File: src/rtl/sw_debounce_sync.sv
// Slide-switch conditioner: two-flop synchroniser per bit, independent per-bit
// stability counter, registered clean levels and one-cycle rise/fall/change pulses.
module sw_debounce_sync #(
  parameter int WIDTH         = 16,
  parameter int STABLE_CYCLES = 1000000
) (
  input  logic             CLK,
  input  logic             RST,
  input  logic [WIDTH-1:0] sw_raw,
  output logic [WIDTH-1:0] sw_clean,
  output logic [WIDTH-1:0] sw_rise,
  output logic [WIDTH-1:0] sw_fall,
  output logic             sw_changed
);

  localparam int CNT_W = (STABLE_CYCLES > 2) ? $clog2(STABLE_CYCLES) : 1;
  localparam logic [CNT_W-1:0] CNT_LAST = CNT_W'(STABLE_CYCLES - 1);

  logic [WIDTH-1:0] r_sync1;
  logic [WIDTH-1:0] r_sync2;
  logic [WIDTH-1:0] r_clean;
  logic [WIDTH-1:0] r_rise;
  logic [WIDTH-1:0] r_fall;
  logic             r_changed;
  logic [CNT_W-1:0] r_cnt [WIDTH];

  logic [CNT_W-1:0] w_cnt_nxt [WIDTH];
  logic [WIDTH-1:0] w_flip;
  logic [WIDTH-1:0] w_clean_nxt;

  // A sample equal to the clean level restarts the count; the flip happens on
  // the edge that would otherwise push the counter past CNT_LAST.
  always_comb begin
    w_flip = '0;
    for (int i = 0; i < WIDTH; i++) begin
      w_cnt_nxt[i] = '0;
      if (r_sync2[i] != r_clean[i]) begin
        if (r_cnt[i] == CNT_LAST) begin
          w_flip[i] = 1'b1;
        end else begin
          w_cnt_nxt[i] = r_cnt[i] + CNT_W'(1);
        end
      end
    end
    w_clean_nxt = r_clean ^ w_flip;
  end

  always_ff @(posedge CLK) begin
    if (RST) begin
      r_sync1   <= '0;
      r_sync2   <= '0;
      r_clean   <= '0;
      r_rise    <= '0;
      r_fall    <= '0;
      r_changed <= 1'b0;
      for (int i = 0; i < WIDTH; i++) begin
        r_cnt[i] <= '0;
      end
    end else begin
      r_sync1   <= sw_raw;
      r_sync2   <= r_sync1;
      r_clean   <= w_clean_nxt;
      r_rise    <= w_flip & ~r_clean;
      r_fall    <= w_flip & r_clean;
      r_changed <= |w_flip;
      for (int i = 0; i < WIDTH; i++) begin
        r_cnt[i] <= w_cnt_nxt[i];
      end
    end
  end

  assign sw_clean   = r_clean;
  assign sw_rise    = r_rise;
  assign sw_fall    = r_fall;
  assign sw_changed = r_changed;

endmodule

File: config.mk
export PLATFORM = sky130hd
export DESIGN_NAME = sw_debounce_sync
export DESIGN_NICKNAME = d
export VERILOG_FILES = /design/src/rtl/sw_debounce_sync.sv
export SDC_FILE = /design/constraint.sdc
export NUM_CORES = 1
export LEC_CHECK = 0
export BUFFER_PORTS_ARGS = -buffer_cell sky130_fd_sc_hd__buf_2
export CELL_PAD_IN_SITES_DETAIL_PLACEMENT = 2
export CELL_PAD_IN_SITES_GLOBAL_PLACEMENT = 2
export CORE_ASPECT_RATIO = 1.2
export CORE_MARGIN = 2
export CORE_UTILIZATION = 42
export CTS_CLUSTER_SIZE = 25
export DETAILED_ROUTE_END_ITERATION = 10
export PLACE_DENSITY = 0.84
export SKIP_CTS_REPAIR_TIMING = 1
export SYNTH_ARGS = -nofsm -noshare
export SYNTH_HDL_FRONTEND = slang
export SYNTH_SLANG_ARGS = --single-unit
File: constraint.sdc
create_clock -name CLK -period 3.7 [get_ports CLK]
set_input_delay 0.555 -clock CLK [delete_from_list [all_inputs] [get_ports CLK]]
set_output_delay 0.555 -clock CLK [all_outputs]
set_load 0.005 [all_outputs]
==> run_results.csv <==
group,metric,value,unit
global_route,antenna_found_initial,3,
cts,h-tree-depth,2,
layout,n_fill_cell,4198,
yosys,synthXorXnorAreaFrac,0.160,
placed_design,dp.cells,2376,
power,p_per_area,472,mW/mm^2
yosys,synth_top_flop_cell,"dfxtp_1",
die,start_util,0.426,
yosys,synth_seq_area_share,0.485,
timing,slew_headroom,0.234,
timing,period_share,0.708,
global_route,grt_util_all_layers,0.223,
critical_path,crit_type,"register to register",
drt,wl_per_cell,18.2,um
drt,routed_wl,44800,um
yosys,synth.area.mux_share,0.00906,
die,die_w,185,um
die,die-area,0.0410,mm^2
die,rows,79,
drt,drtIter0Drc,412,
cts,insertion_delay,0.56,ns
yosys,synth_top_family_by_area,"simple AND/OR/NAND/NOR gates",
yosys,synth-simple-area-share,0.312,
timing,finalHoldViolCount,0,
cts,root_buffer,"clkbuf_16",
cts,clock-sinks,401,
timing,final-setup-viol-count,0,
yosys,synthTopCellsByArea,"dfxtp_1 (48%), xnor2_1 (9.0%), nor2_1 (8.7%)",
drt,ant_nets,0,
yosys,synth_cell_types,47,
yosys,syn-cell-area,0.0166,mm^2
placed_design,place.gp.congestion,0.752,
layout,n_antenna_cell,0,
yosys,async_reset_ff_frac,0,
layout,nets,1929,
layout,stdcell_count,2453,
drt,dr_total_vias,13000,
drt,via_per_inst,5.31,
layout,drive_above_1_share,0.0794,
critical_path,cp.required,4.10,ns
global_route,grt_max_degree,73,
min_path,hold_class,"primary input to register",
drt,dr.pass1.iters,4,
critical_path,critPathLaunchType,"register",
yosys,yosys.area.top_type,"dfxtp_1",
global_route,grt_overflow_total,0,
placed_design,hpwl,28900,um
layout,regArea,0.00803,mm^2
timing,fmax,0.382,GHz
timing,finalMaxSlewViolations,0,
cts,cts_tree,"built",
critical_path,crit_path_end_kind,"register",
run,maxCapViolations,0,
die,die_h,222,um
run_status,status,"finished clean",
yosys,syn_nets,1862,
yosys,synth_area_per_cell,9.06,um^2
critical_path,crit_path_max_fanout,20,
cts,cts_max_path_buffers,3,
yosys,yosysWarnings,0,
power,power_leakage,6.21,nW
timing,layout_min_cycle_time,2.62,ns
timing,rsz0062_at_grt,"no",
critical_path,worstPathArrival,3.02,ns
drt,drc,0,
die,core,0.0388,mm^2
timing,worst_slew_pin_slew,1.14,ns
yosys,ys_seq_elements,401,
placed_design,port_buffers,66,
cts,cts.clk_slew.worst_paths,0.07,ns
critical_path,ff2ff_setup_slack,1.08,ns
global_route,grt_pass1_wl,75400,um
yosys,synthAdderAreaFrac,0.0121,
yosys,synthDominantCellAreaShare,0.485,
yosys,synth-compound-area-share,0.00438,
timing,clock_skew,0.0104,ns
cts,cts_buffers,43,
die,ioPinCount,67,
yosys,syn_inst,1828,
timing,fin_setup_tns,0,ns
timing,holdWs,0.207,ns
yosys,synth_edf_count,0,
layout,syn_to_final_growth,13.5,%
power,peakVddDrop,399,uV
global_route,first_global_vias,14600,
layout,multiInputGateArea,0.00824,mm^2
state kept, by name, summed over array words and instances, names as in the netlist, named ones only:
signal	count
r_sync2	16
r_cnt	320
sw_changed	1
sw_rise	16
sw_fall	16
r_sync1	16
cell usage after synthesis (all sizes together), types with 26 or more instances:
cell type    n
inv         26
nor2       386
nor3        61
and4        27
and3        58
nand4       60
clkbuf      38
xnor2      171
nand3      111
nor2b       35
xor2       132
dfxtp      401
nand2      125
nor4b       46
stage by stage:
step	cell area [um^2]	power (W)	worst slack (ns)	util
finish	18800	0.00886	1.08	0.484
floorplan	16600	0.00451	1.44	-
detailed placement	17400	0.00454	1.20	0.447
global placement	17400	0.00454	1.23	0.447
global route	18800	0.00916	0.848	0.484
CTS	18800	0.00897	1.05	0.484
cell families (layout without fill, tap and decap cells):
family,count (synthesis),in the layout
buf+inv,71,170
simple gates,1012,1012
mux,15,15
flops,401,401
xor+xnor,303,303
fa+ha+maj,16,16
compound gates,10,10
worst max-delay path, cell delays in order (launching register included):
cell	delay, ns
dfxtp_1	0.39
ha_1	0.25
and3_1	0.22
nand3_1	0.30
nor3_1	0.47
or3_1	0.68
nor2_1	0.16
per-layer routing:
metal,wire (um),global-route usage
met4,1230,0.0714
met2,23900,0.419
met5,0,0
met3,1380,0.0352
met1,18200,0.253
worst paths after layout:
check,from,end,cells past startpoint
setup / recovery,r_cnt[0][0],r_cnt[0][8],6
hold / removal,sw_raw[0],r_sync1[0],2
setup reg to reg,r_cnt[0][0],r_cnt[0][8],6
hold reg to reg,r_sync1[1],r_sync2[1],1
area by class of cell:
cell class | instances | share of cell area
clock buffers | 63 | 0.0683
repair buffers | 67 | 0.0181
clock inverters | 14 | 0.00785
flip-flops and latches | 401 | 0.427
well taps | 526 | 0.0350
inverters | 26 | 0.00519
multi-input cells | 1356 | 0.438
layout by cell type, fill, tap and decap left out, types with 11 or more instances in the layout:
| cell | Yosys | routed |
|---|---|---|
| nand3_1 | 111 | 111 |
| nor4b_1 | 44 | 44 |
| nand2_1 | 122 | 122 |
| clkbuf_16 | 0 | 45 |
| and3_1 | 56 | 56 |
| dfxtp_1 | 401 | 401 |
| nor4_1 | 25 | 25 |
| and2_1 | 14 | 14 |
| and4_1 | 27 | 27 |
| xor2_1 | 132 | 132 |
| inv_1 | 26 | 26 |
| xnor2_1 | 171 | 171 |
| or4_1 | 11 | 11 |
| nor3_1 | 61 | 61 |
| nor2_1 | 386 | 386 |
| mux2i_1 | 15 | 15 |
| buf_2 | 2 | 65 |
| nand4_1 | 60 | 60 |
| nor2b_1 | 35 | 35 |
| ha_1 | 16 | 16 |
power breakdown:
part / internal, W / total (W) / switching [W] / leakage, nW
clock network: 0.00261 / 0.00442 / 0.00181 / 0.712
registers: 0.00434 / 0.00436 / 0.0000185 / 3.24
logic: 0.0000275 / 0.0000913 / 0.0000638 / 2.26
total: 0.00698 / 0.00886 / 0.00189 / 6.21
(Power assumes the default switching activity.)
